File: config.mk
export PLATFORM = sky130hd
export DESIGN_NAME = computer_mc
export DESIGN_NICKNAME = d
export VERILOG_FILES = /design/src/rtl/computer_mc.sv
export SDC_FILE = /design/constraint.sdc
export NUM_CORES = 1
export LEC_CHECK = 0
export CORE_ASPECT_RATIO = 1.25
export CORE_MARGIN = 2
export CORE_UTILIZATION = 45
export DETAILED_ROUTE_END_ITERATION = 8
export GPL_ROUTABILITY_DRIVEN = 0
export PLACE_DENSITY_LB_ADDON = 0.05
export SKIP_LAST_GASP = 1
export SLEW_MARGIN = 20
export SYNTH_ARGS = -nofsm -noshare
export SYNTH_HDL_FRONTEND = slang
export SYNTH_SLANG_ARGS = --single-unit
File: constraint.sdc
create_clock -name clk -period 11.3 [get_ports clk]
set_clock_uncertainty 0.15 [all_clocks]
set_input_delay 2.825 -clock clk [delete_from_list [all_inputs] [get_ports clk]]
set_output_delay 2.825 -clock clk [all_outputs]
set_load 0.01 [all_outputs]
File: src/rtl/computer_mc.sv
// computer_mc: multi-cycle two-register accumulator computer.
// FETCH pulls one instruction over a req/valid handshake of any latency,
// EXEC retires it in one cycle, HALT freezes the core until reset.
module computer_mc #(
    parameter int DATA_W = 8,
    parameter int ADDR_W = 8,
    parameter int IW     = DATA_W + 8
) (
    input  logic              clk,
    input  logic              rst_n,
    input  logic              run,
    output logic              imem_req,
    output logic [ADDR_W-1:0] imem_addr,
    input  logic [IW-1:0]     imem_rdata,
    input  logic              imem_valid,
    output logic [ADDR_W-1:0] pc,
    output logic [DATA_W-1:0] reg_a,
    output logic [DATA_W-1:0] reg_b,
    output logic [DATA_W-1:0] alu_out,
    output logic [3:0]        flags,
    output logic              halted,
    output logic              illegal
);
    localparam int MSB = DATA_W - 1;

    typedef enum logic [1:0] {S_FETCH = 2'd0, S_EXEC = 2'd1, S_HALT = 2'd2} state_t;

    state_t            state_q, state_d;
    logic [ADDR_W-1:0] pc_q, pc_d;
    logic [DATA_W-1:0] a_q, a_d, b_q, b_d;
    logic [3:0]        flags_q, flags_d;     // {Z,N,C,V}
    logic [IW-1:0]     ir_q, ir_d;
    logic              illegal_q, illegal_d;

    logic [6:0]               opcode;
    logic [DATA_W-1:0]        k;
    logic [ADDR_W+DATA_W-1:0] k_ext;
    logic [ADDR_W-1:0]        jmp_tgt;
    logic                     unused_bits;

    logic [DATA_W-1:0] x, y, alu_res;
    logic [DATA_W:0]   sum_w, diff_w;
    logic [3:0]        alu_flags;
    logic              is_add, is_sub, is_log;

    assign opcode  = ir_q[IW-1:IW-7];
    assign k       = ir_q[DATA_W-1:0];
    // Zero-extend then cut to ADDR_W so the jump target works for any width mix.
    assign k_ext   = {{ADDR_W{1'b0}}, k};
    assign jmp_tgt = k_ext[ADDR_W-1:0];
    // Reserved instruction bits are architecturally ignored.
    assign unused_bits = ^{ir_q[IW-8:DATA_W], k_ext[ADDR_W+DATA_W-1:ADDR_W]};

    // Request is combinational on run so a fetch can complete in the cycle it starts;
    // gating with rst_n keeps it low for the whole reset.
    assign imem_req  = rst_n && run && (state_q == S_FETCH);
    assign imem_addr = pc_q;
    assign pc        = pc_q;
    assign reg_a     = a_q;
    assign reg_b     = b_q;
    assign flags     = flags_q;
    assign halted    = (state_q == S_HALT);
    assign illegal   = illegal_q;
    assign alu_out   = alu_res;

    // ALU: operand select, result and flag candidates for the instruction in IR.
    always_comb begin
        x       = a_q;
        y       = b_q;
        is_add  = 1'b0;
        is_sub  = 1'b0;
        is_log  = 1'b0;
        alu_res = a_q;
        case (opcode)
            7'd0:        alu_res = b_q;
            7'd1:        alu_res = a_q;
            7'd2, 7'd3:  alu_res = k;
            7'd4, 7'd5:  is_add = 1'b1;
            7'd6:        begin y = k; is_add = 1'b1; end
            7'd7:        begin x = b_q; y = k; is_add = 1'b1; end
            7'd8, 7'd13: is_sub = 1'b1;
            7'd9:        begin y = k; is_sub = 1'b1; end
            7'd10:       begin alu_res = a_q & b_q; is_log = 1'b1; end
            7'd11:       begin alu_res = a_q | b_q; is_log = 1'b1; end
            7'd12:       begin alu_res = a_q ^ b_q; is_log = 1'b1; end
            default:     alu_res = a_q;
        endcase
        sum_w  = {1'b0, x} + {1'b0, y};
        diff_w = {1'b0, x} - {1'b0, y};
        if (is_add) alu_res = sum_w[MSB:0];
        if (is_sub) alu_res = diff_w[MSB:0];
        alu_flags = flags_q;
        if (is_add)
            alu_flags = {alu_res == '0, alu_res[MSB], sum_w[DATA_W],
                         (x[MSB] == y[MSB]) && (alu_res[MSB] != x[MSB])};
        else if (is_sub)
            alu_flags = {alu_res == '0, alu_res[MSB], diff_w[DATA_W],
                         (x[MSB] != y[MSB]) && (alu_res[MSB] != x[MSB])};
        else if (is_log)
            alu_flags = {alu_res == '0, alu_res[MSB], 2'b00};
    end

    // Next-state: fetch handshake, single-cycle execute, halt freeze.
    always_comb begin
        state_d   = state_q;
        pc_d      = pc_q;
        a_d       = a_q;
        b_d       = b_q;
        flags_d   = flags_q;
        ir_d      = ir_q;
        illegal_d = illegal_q;
        case (state_q)
            S_FETCH: begin
                if (imem_req && imem_valid) begin
                    ir_d    = imem_rdata;
                    state_d = S_EXEC;
                end
            end
            S_EXEC: begin
                pc_d    = pc_q + ADDR_W'(1);
                state_d = S_FETCH;
                flags_d = alu_flags;
                case (opcode)
                    7'd0, 7'd2, 7'd4, 7'd6, 7'd8, 7'd9,
                    7'd10, 7'd11, 7'd12:        a_d = alu_res;
                    7'd1, 7'd3, 7'd5, 7'd7:     b_d = alu_res;
                    7'd13, 7'd18:               ;
                    7'd14:                      pc_d = jmp_tgt;
                    7'd15: if (flags_q[3])      pc_d = jmp_tgt;
                    7'd16: if (!flags_q[3])     pc_d = jmp_tgt;
                    7'd17: if (flags_q[1])      pc_d = jmp_tgt;
                    7'd127: begin
                        pc_d    = pc_q;
                        state_d = S_HALT;
                    end
                    default:                    illegal_d = 1'b1;
                endcase
            end
            default: ;
        endcase
    end

    // Architectural state and FSM register; async reset drops any pending fetch.
    always_ff @(posedge clk or negedge rst_n) begin
        if (!rst_n) begin
            state_q   <= S_FETCH;
            pc_q      <= '0;
            a_q       <= '0;
            b_q       <= '0;
            flags_q   <= '0;
            ir_q      <= '0;
            illegal_q <= 1'b0;
        end else begin
            state_q   <= state_d;
            pc_q      <= pc_d;
            a_q       <= a_d;
            b_q       <= b_d;
            flags_q   <= flags_d;
            ir_q      <= ir_d;
            illegal_q <= illegal_d;
        end
    end
endmodule
==> impl_metrics.py, run 1 <==
metrics = {
    "synthesis": {
        "synth_edf_count": 0,
        "syn_area_per_cell_um2": 8.78,
        "yosys_most_used_dff": "dfrtp_1",
        "synthArstFlopShare": 1.00,
        "ys_types": 66,
        "yosysWarnings": 0,
        "synth_nets": 495,
        "syn-cell-area_um2": 3850,
        "synth_cells": 439,
        "ys_seq_area_frac": 0.299,
        "ys_ff_latch": 46,
    },
    "placed_design": {
        "port_buffers": 65,
        "hpwlAfterDp_mm": 7.81,
    },
    "clock_network": {
        "post_cts_buffers": 0,
        "cts.clk_slew.worst_paths_ns": 0.09,
        "cts_resized": 0,
        "root_buffer": "clkbuf_8",
        "cts_tree": "built",
        "clock_latency_ns": 0.31,
        "cts_hold_buf": 0,
        "cts_buffer_depth": 2,
        "cts.sinks": 46,
        "h-tree-depth": 2,
        "cts_buffers": 5,
    },
    "sta": {
        "setup_tns_ns": 0,
        "finalHoldViolations": 0,
        "timing.slew.headroom": 0.322,
        "worst_pin_slew_ns": 1.01,
        "final_max_slew_viol_count": 0,
        "fmax_mhz": 113,
        "rsz0062_at_grt": "no",
        "setup_violations": 0,
        "min_period_ns": 8.81,
        "fin_crit_sh": 0.780,
    },
    "global_route": {
        "grt_use_total": 0.233,
        "antenna_found_initial": 0,
        "grt_pass1_wl_mm": 17.0,
        "gr-total-overflow": 0,
        "grt_pass1_vias": 3310,
        "grt_start_max_net_pins": 48,
    },
    "floorplan": {
        "boundaryPins": 67,
        "die_x_um": 86.8,
        "die_h_um": 107,
        "start_util": 0.465,
        "core_area_um2": 8290,
        "dieArea_um2": 9320,
        "num_rows": 37,
    },
    "critical_path": {
        "crit_chain": "nor2b_1, nand2_1, nor2_1, o21ai_0, ha_1, o21bai_1, a2111oi_0, o21bai_1, a21oi_1, mux2i_1, nor2_1, clkdlybuf4s50_1",
        "crit_path_end_kind": "primary output",
        "crit_cells": 12,
        "cp_slowest_stage_delay_ns": 0.82,
        "path_class": "reg -> out",
        "path_buf_inv": 1,
        "worstPathRequired_ns": 8.33,
        "crit_family": "simple AND/OR/NAND/NOR gates",
        "reg2regPathDepth": 12,
        "cp.arrival_ns": 5.84,
        "critPathSlowestCell": "nor2_1",
        "start_kind": "register",
        "crit_fanout": 19,
    },
    "detailed_routing": {
        "vias_per_cell": 5.86,
        "dr.first_iter.drc_count": 193,
        "avgRoutedWirePerCell_um": 17.8,
        "totalWireLength_mm": 10.4,
        "post-route-drc-count": 0,
        "vias": 3429,
        "dr.pass1.iters": 5,
        "ant_nets": 0,
    },
    "job": {
        "drv_cap": 0,
    },
    "power_and_ir_drop": {
        "power_density_nw_per_um2": 212,
        "total_power_w": 0.000972,
        "power.leakage_nw": 1.98,
        "ir_drop_v": 0.000120,
    },
    "outcome": {
        "status": "complete, no violations",
    },
    "final_layout": {
        "fill_cells": 797,
        "diodes": 0,
        "syn_to_final_growth_pct": 19.2,
        "drive_above_1_share": 0.123,
        "nets": 543,
        "utilization": 0.554,
    },
    "min_path": {
        "min_path_cells": 1,
        "worst_hold_path_type": "reg -> reg",
    },
}
worst paths after layout:
| kind | from | end | slack (ns) |
|---|---|---|---|
| setup / recovery | ir_q[11]$_DFFE_PN0P_ | alu_out[7] | 2.49 |
| hold / removal | illegal$_DFFE_PN0P_ | illegal$_DFFE_PN0P_ | 0.33 |
| setup reg to reg | ir_q[11]$_DFFE_PN0P_ | flags[0]$_DFFE_PN0P_ | 5.73 |
| hold reg to reg | illegal$_DFFE_PN0P_ | illegal$_DFFE_PN0P_ | 0.33 |
| max in group asynchronous | rst_n | reg_b[3]$_DFFE_PN0P_ | 8.12 |
| min in group asynchronous | rst_n | ir_q[4]$_DFFE_PN0P_ | 2.43 |
report_power, final:
| part | switching, W | internal (W) | leakage (nW) |
|---|---|---|---|
| combinational | 0.000299 | 0.000282 | 1.35 |
| clock | 0.0000601 | 0.0000493 | 0.0472 |
| sequential | 0.0000726 | 0.000209 | 0.586 |
cell families (layout without fill, tap and decap cells):
| logic type | after synthesis | after routing | synth area share |
|---|---|---|---|
| and+or+nand+nor | 136 | 136 | 0.184 |
| AOI/OAI and AO/OA | 126 | 126 | 0.226 |
| buffers and inverters | 62 | 111 | 0.0747 |
| DFF | 46 | 46 | 0.299 |
| adders and majority gates | 36 | 36 | 0.121 |
| muxes | 33 | 33 | 0.0955 |
state kept, by name, indices dropped and copies added (netlist names):
name	cells
flags	4
illegal	1
imem_addr	8
ir_q	15
reg_a	8
reg_b	8
state_q	2
layout by cell type (no fill, tap or decap), types with 5 or more instances in the layout:
cell type / instances
a22o_1: 6
nand3_1: 10
a21o_1: 5
and3_1: 8
nor2_1: 27
nor2b_1: 8
clkdlybuf4s50_1: 64
mux2_2: 30
o22ai_1: 6
nand2_1: 38
ha_1: 34
clkbuf_8: 6
nand2b_1: 7
nor3_1: 10
o21ai_0: 29
inv_1: 34
dfrtp_1: 46
nor3b_1: 5
a21oi_1: 26
layout make-up:
class	count	area, um^2	area share
repair buffers	69	676	0.147
multi-input cells	331	2420	0.527
clock buffers	6	82.6	0.0180
inverters	34	128	0.0278
well taps	97	121	0.0264
clock inverters	2	12.5	0.00272
flip-flops and latches	46	1150	0.251
synth_stat cells, drive strengths merged, types with 2 or more instances:
master | count | share of area
dfrtp | 46 | 0.30
nand2 | 39 | 0.040
ha | 34 | 0.11
inv | 34 | 0.033
mux2 | 30 | 0.088
o21ai | 29 | 0.038
a21oi | 27 | 0.038
nor2 | 27 | 0.026
buf | 18 | 0.032
clkbuf | 10 | 0.0097
nand3 | 10 | 0.013
nor3 | 10 | 0.013
and3 | 8 | 0.013
nor2b | 8 | 0.013
nand2b | 7 | 0.011
o22ai | 7 | 0.011
a21o | 6 | 0.012
a22o | 6 | 0.014
nor3b | 5 | 0.0097
a211oi | 4 | 0.0078
a22oi | 4 | 0.0078
and2 | 4 | 0.0065
o31ai | 4 | 0.0078
a2111oi | 3 | 0.0068
a221oi | 3 | 0.0068
a31o | 3 | 0.0068
a31oi | 3 | 0.0049
a32oi | 3 | 0.0068
mux2i | 3 | 0.0078
nor4bb | 3 | 0.0078
o211ai | 3 | 0.0058
o21bai | 3 | 0.0058
or3 | 3 | 0.0065
a211o | 2 | 0.0045
fa | 2 | 0.010
nand4 | 2 | 0.0032
nand4b | 2 | 0.0045
nor4 | 2 | 0.0032
o221a | 2 | 0.0058
o32ai | 2 | 0.0045
or2 | 2 | 0.0032
or4b | 2 | 0.0052
routing by layer:
metal,global-route usage,part of all wire,wire (um),vias up
li1,-,-,-,1682
met1,0.306,0.44,4640,1637
met2,0.392,0.49,5110,97
met3,0.0322,0.044,455,13
met4,0.0725,0.022,231,0
met5,0,0,0,-
per-stage QoR:
step	instances	hold slack [ns]	area (um^2)	setup slack [ns]
3_5_place_dp	577	0.317	4490	2.93
6_report	585	0.333	4590	2.49
5_1_grt	585	0.369	4590	2.05
4_1_cts	585	0.338	4590	2.57
3_3_place_gp	577	0.308	4490	2.99
2_1_floorplan	439	0.327	3850	4.43
Note: power is estimated with default switching activity, not from simulation.
==> run 2: changes to the inputs <==
==> constraint.sdc (replaced) <==
create_clock -name clk -period 8.68 [get_ports clk]
set_clock_uncertainty 0.15 [all_clocks]
set_input_delay 2.17 -clock clk [delete_from_list [all_inputs] [get_ports clk]]
set_output_delay 2.17 -clock clk [all_outputs]
set_load 0.01 [all_outputs]
==> run 2 against run 1 <==
Core utilization rose by 0.21 points. First-iteration DRC count is 28% higher. Final cell count increased by 0.51%. Highest routed layer unchanged. Routed wire length increased by 1.5%. Non-clock buffer count increased by 3.
==> impl_metrics.py, run 2 (synthesized netlist as in run 1, its figures left out) <==
metrics = {
    "final_layout": {
        "utilization": 0.556,
        "fill_cells": 771,
        "final_common_cell": "clkdlybuf4s50_1",
        "nets": 546,
        "diodes": 0,
        "syn_to_final_growth_pct": 19.6,
        "multi_input_area_um2": 2420,
        "final_cell_mix": "clkdlybuf4s50_1 (64), dfrtp_1 (46), nand2_1 (38), inv_1 (34), ha_1 (34)",
        "largest-register": "ir_q",
        "seq_area_um2": 1150,
        "drive_above_1_share": 0.128,
        "final_area_um2": 4610,
        "largest_reg_flops": 15,
        "final_cell_count_no_fill": 588,
    },
    "global_route": {
        "grt_start_max_net_pins": 48,
        "grt_pass1_vias": 3325,
        "gr-total-overflow": 0,
        "antenna_found_initial": 0,
        "grt_use_total": 0.236,
        "grt_pass1_wl_mm": 17.2,
    },
    "detailed_routing": {
        "ant_nets": 0,
        "dr.first_iter.drc_count": 248,
        "vias": 3487,
        "post-route-drc-count": 0,
        "dr.pass1.iters": 5,
        "avgRoutedWirePerCell_um": 18.0,
        "vias_per_cell": 5.93,
        "totalWireLength_mm": 10.6,
    },
    "placed_design": {
        "hpwlAfterDp_mm": 7.93,
        "port_buffers": 65,
        "placed_cell_area_um2": 4510,
        "dp_slack_ns": 1.54,
        "placed_cells": 580,
    },
    "power_and_ir_drop": {
        "clkPwrFrac": 0.111,
        "power_density_nw_per_um2": 274,
        "seq_power_share": 0.283,
        "p_switching_w": 0.000566,
        "pwr-share-comb": 0.606,
        "p_int_w": 0.000697,
        "power.leakage_nw": 2.00,
        "ir_drop_v": 0.000127,
        "swShare": 0.448,
    },
    "min_path": {
        "min_path_cells": 1,
        "worst_hold_path_type": "reg -> reg",
    },
    "critical_path": {
        "cp_slowest_stage_delay_ns": 0.76,
        "crit_chain": "buf_4, nor2b_1, nand2_1, nor2_1, buf_4, o21ai_0, ha_1, nor3_1, a2111oi_0, o21bai_1, a21oi_1, mux2i_1, nor2_1, clkdlybuf4s50_1",
        "worstPathRequired_ns": 6.36,
        "crit_path_end_kind": "primary output",
        "cp.arrival_ns": 5.20,
        "reg2regPathDepth": 15,
        "crit_fanout": 19,
        "start_kind": "register",
        "critPathSlowestCell": "a2111oi_0",
        "path_class": "reg -> out",
    },
    "sta": {
        "setup_violations": 0,
        "finalHoldViolations": 0,
        "final_max_slew_viol_count": 0,
        "setup_ws_ns": 1.16,
        "fin_crit_sh": 0.866,
        "timing.slew.headroom": 0.241,
        "setup_tns_ns": 0,
        "worst_pin_slew_ns": 1.13,
        "min_period_ns": 7.52,
        "fmax_mhz": 133,
        "rsz0062_at_grt": "no",
    },
    "clock_network": {
        "post_cts_buffers": 0,
        "clock_latency_ns": 0.32,
        "cts_resized": 0,
        "root_buffer": "clkbuf_8",
        "cts_buffers": 5,
        "cts.clk_slew.worst_paths_ns": 0.09,
        "cts_hold_buf": 0,
        "cts_buffer_depth": 2,
        "h-tree-depth": 2,
        "cts.sinks": 46,
        "cts_tree": "built",
    },
    "floorplan": {
        "dieArea_um2": 9320,
        "boundaryPins": 67,
        "num_rows": 37,
        "start_util": 0.465,
        "die_h_um": 107,
        "core_area_um2": 8290,
        "die_x_um": 86.8,
    },
    "outcome": {
        "status": "complete, no violations",
    },
    "job": {
        "drv_cap": 0,
    },
}
[run 2: stage by stage]
stage               power (W)  hold slack (ns)
floorplan            0.000832            0.327
global placement      0.00111            0.305
detailed placement    0.00112            0.319
CTS                   0.00127            0.341
global route          0.00137            0.370
finish                0.00126            0.331
[run 2: power by group through the flow]
stage	registers [W]	logic, W	clock network [W]
6_report	0.000358	0.000765	0.000140
5_1_grt	0.000370	0.000848	0.000152
4_1_cts	0.000357	0.000765	0.000146
3_5_place_dp	0.000361	0.000761	0
3_3_place_gp	0.000359	0.000750	0
2_1_floorplan	0.000356	0.000476	0
[run 2: routing by layer]
layer	vias up	global-route usage	part of all wire
met5	-	0	0
met4	0	0.0781	0.020
met2	120	0.395	0.49
met3	15	0.0360	0.053
li1	1696	-	-
met1	1656	0.310	0.44
[run 2: critical path, delay by kind of cell, from the launching register on]
| family | cells | cell delay (ns) |
|---|---|---|
| and+or+nand+nor | 5 | 1.46 |
| AOI/OAI and AO/OA | 4 | 1.18 |
| buffers and inverters | 3 | 0.97 |
| muxes | 1 | 0.47 |
| adders and majority gates | 1 | 0.46 |
| DFF | 1 | 0.33 |
[run 2: final timing paths]
check,from,end,slack [ns]
min in group asynchronous,rst_n,reg_b[3]$_DFFE_PN0P_,1.79
worst min-delay path,illegal$_DFFE_PN0P_,illegal$_DFFE_PN0P_,0.33
worst min register to register,illegal$_DFFE_PN0P_,illegal$_DFFE_PN0P_,0.33
worst max register to register,ir_q[11]$_DFFE_PN0P_,flags[3]$_DFFE_PN0P_,3.69
max in group asynchronous,rst_n,reg_a[0]$_DFFE_PN0P_,6.17
worst max-delay path,ir_q[11]$_DFFE_PN0P_,alu_out[7],1.16
[run 2: area by class of cell]
cell class	instances	area share
Tap cell	97	0.0263
Clock inverter	3	0.00461
Timing Repair Buffer	72	0.151
Inverter	34	0.0277
Clock buffer	5	0.0149
Sequential cell	46	0.250
Multi-Input combinational cell	331	0.525
==> run 3: changes to the inputs <==
--- a/config.mk
+++ b/config.mk
@@ -8,6 +8,7 @@
 export CORE_ASPECT_RATIO = 1.25
 export CORE_MARGIN = 2
 export CORE_UTILIZATION = 45
+export CTS_CLUSTER_SIZE = 28
 export DETAILED_ROUTE_END_ITERATION = 8
 export GPL_ROUTABILITY_DRIVEN = 0
 export PLACE_DENSITY_LB_ADDON = 0.05
==> results of run 3 <==
Final layout, timing and power as in run 2 (identical DEF).
==> RTL change: new RTL, settings of run 2 <==
The parameter `ADDR_W` goes from 8 to 9.
--- a/src/rtl/computer_mc.sv
+++ b/src/rtl/computer_mc.sv
@@ -5,3 +5,3 @@
     parameter int DATA_W = 8,
-    parameter int ADDR_W = 8,
+    parameter int ADDR_W = 9,
     parameter int IW     = DATA_W + 8
Ports: changed (resized imem_addr and pc); port bits go from 67 to 69. The function was not compared with the original's and may differ.
==> RTL change against run 2 <==
  * Routed wire length rose by 8.2%
  * Sequential power rose by 5%
  * Worst setup slack improved by 230 ps
  * Sequential cell count rose by 1
  * Sequential share of layout area fell by 0.46 points
  * Design area rose by 4.1%
  * Power rose by 7.2%
  * Synthesized area rose by 4.9%
  * Largest cell class unchanged
  * Largest power group unchanged
==> RTL change: results (changes against run 2) <==
sequential group share of total power 27.8% (was 28.3%); fin nets 565 (was 546); fraction of area in multi-input gates 53.0% (was 52.5%); DR iter-0 viols 263 (was 248); Worst path max stage delay 730 ps (was 760 ps); Hold Path Depth 1 (unchanged); Non-CTS buffers 70 (was 72); LEAKAGE 2.05 nW (was 2.00 nW); Worst path slowest cell nor3_4 (was a2111oi_0); P_int 738 uW (was 697 uW); Worst Reg2Reg Path Length in Cells 14 (was 15); Post-synth top cells 47 x dfrtp_1, 39 x nand2_1, 38 x inv_1 (was 46 x dfrtp_1, 38 x nand2_1, 34 x ha_1, 34 x inv_1, 30 x mux2_2); CP Data Arrival Time 4970 ps (was 5200 ps); VDD IR max 0.000152 V (was 0.000127 V); mux share of post-synthesis cell area 7.15% (was 9.55%); Reg area 1180 sq um (was 1150 sq um); synthesized flop and latch total 47 (was 46); WHS 342 ps (was 331 ps); complex-gate fraction of the synthesized area 24.2% (was 22.6%); IO Port Bufs 67 (was 65); total track usage 24.1% (was 23.6%); Fill cells 848 (was 771); fmax 137 MHz (was 133 MHz); largest net degree at the start of global routing 49 (was 48); CLK BUF 6 (was 5); placed cell area 4700 sq um (was 4510 sq um); Non-clk invs 38 (was 34); design area 4800 sq um (was 4610 sq um); RR Startpoint ir_q[15] (was ir_q[11]); Multi-In Gates 347 (was 331); global-route wire length before repair 18000 microns (was 17200 microns); Data buffer area share 14.3% (was 15.1%); Comb. pwr 830 uW (was 765 uW); First-pass DRT Iterations 6 (was 5); dominant cells by area after synthesis dfrtp_1 29%, ha_1 11%, mux2_2 6.4% (was dfrtp_1 30%, ha_1 11%, mux2_2 8.8%); net count after synthesis 520 (was 495); clk tree area frac 2.06% (was 1.95%); area share of fa/ha/maj cells after synthesis 11.5% (was 12.1%); Die W 88.8 microns (was 86.8 microns); worst slack, placed 1810 ps (was 1540 ps); Synth Instances 464 (was 439); Worst-path clk slew 100 ps; vias in the first global route 3481 (was 3325); vias 3684 (was 3487); CP max FO 18 (was 19); Vias per Instance 5.85 (was 5.93); P_sw 615 uW (was 566 uW); Worst Tran Pin Value 838 ps (was 1130 ps); placed cells 622 (was 580); Hold EP illegal (unchanged); status completed (unchanged); layout cells sized above 1 12.0% (was 12.8%); HPWL Detailed 8460 microns (was 7930 microns); Post-Synth XOR/XNOR Area 0.433% (was 0%); sequential cell area fraction in the yosys report 29.1% (was 29.9%); synth unique cells 74 (was 66)
RTL change: cell types whose count changed after synthesis, moves of 4 or more:
| cell | run 2 | this run |
|---|---|---|
| inv_1 | 34 | 38 |
| o21ai_1 | 0 | 6 |
| a21oi_1 | 26 | 33 |
| mux2_2 | 30 | 23 |
| nand3_1 | 10 | 17 |
| o21ai_0 | 29 | 22 |
| nor2_1 | 27 | 33 |
RTL change: how the worst max path moves through the flow:
stage	start	to	slack [ps]	depth (start not counted)
2_1_floorplan	ir_q[9]	alu_out[7]	3010	15
3_3_place_gp	ir_q[15]	alu_out[6]	1800	13
3_5_place_dp	ir_q[15]	alu_out[6]	1810	13
5_1_grt	ir_q[15]	alu_out[6]	1090	13
6_report	ir_q[15]	alu_out[6]	1390	13
4_1_cts	ir_q[15]	alu_out[6]	1430	13
RTL change: metal layers:
metal	part of all wire [%]	track usage, %	vias to the layer above
met5	0	0	-
met4	2.8	8.33	0
met3	4.9	2.53	21
met2	50	42.1	115
met1	42	30.6	1792
li1	-	-	1756
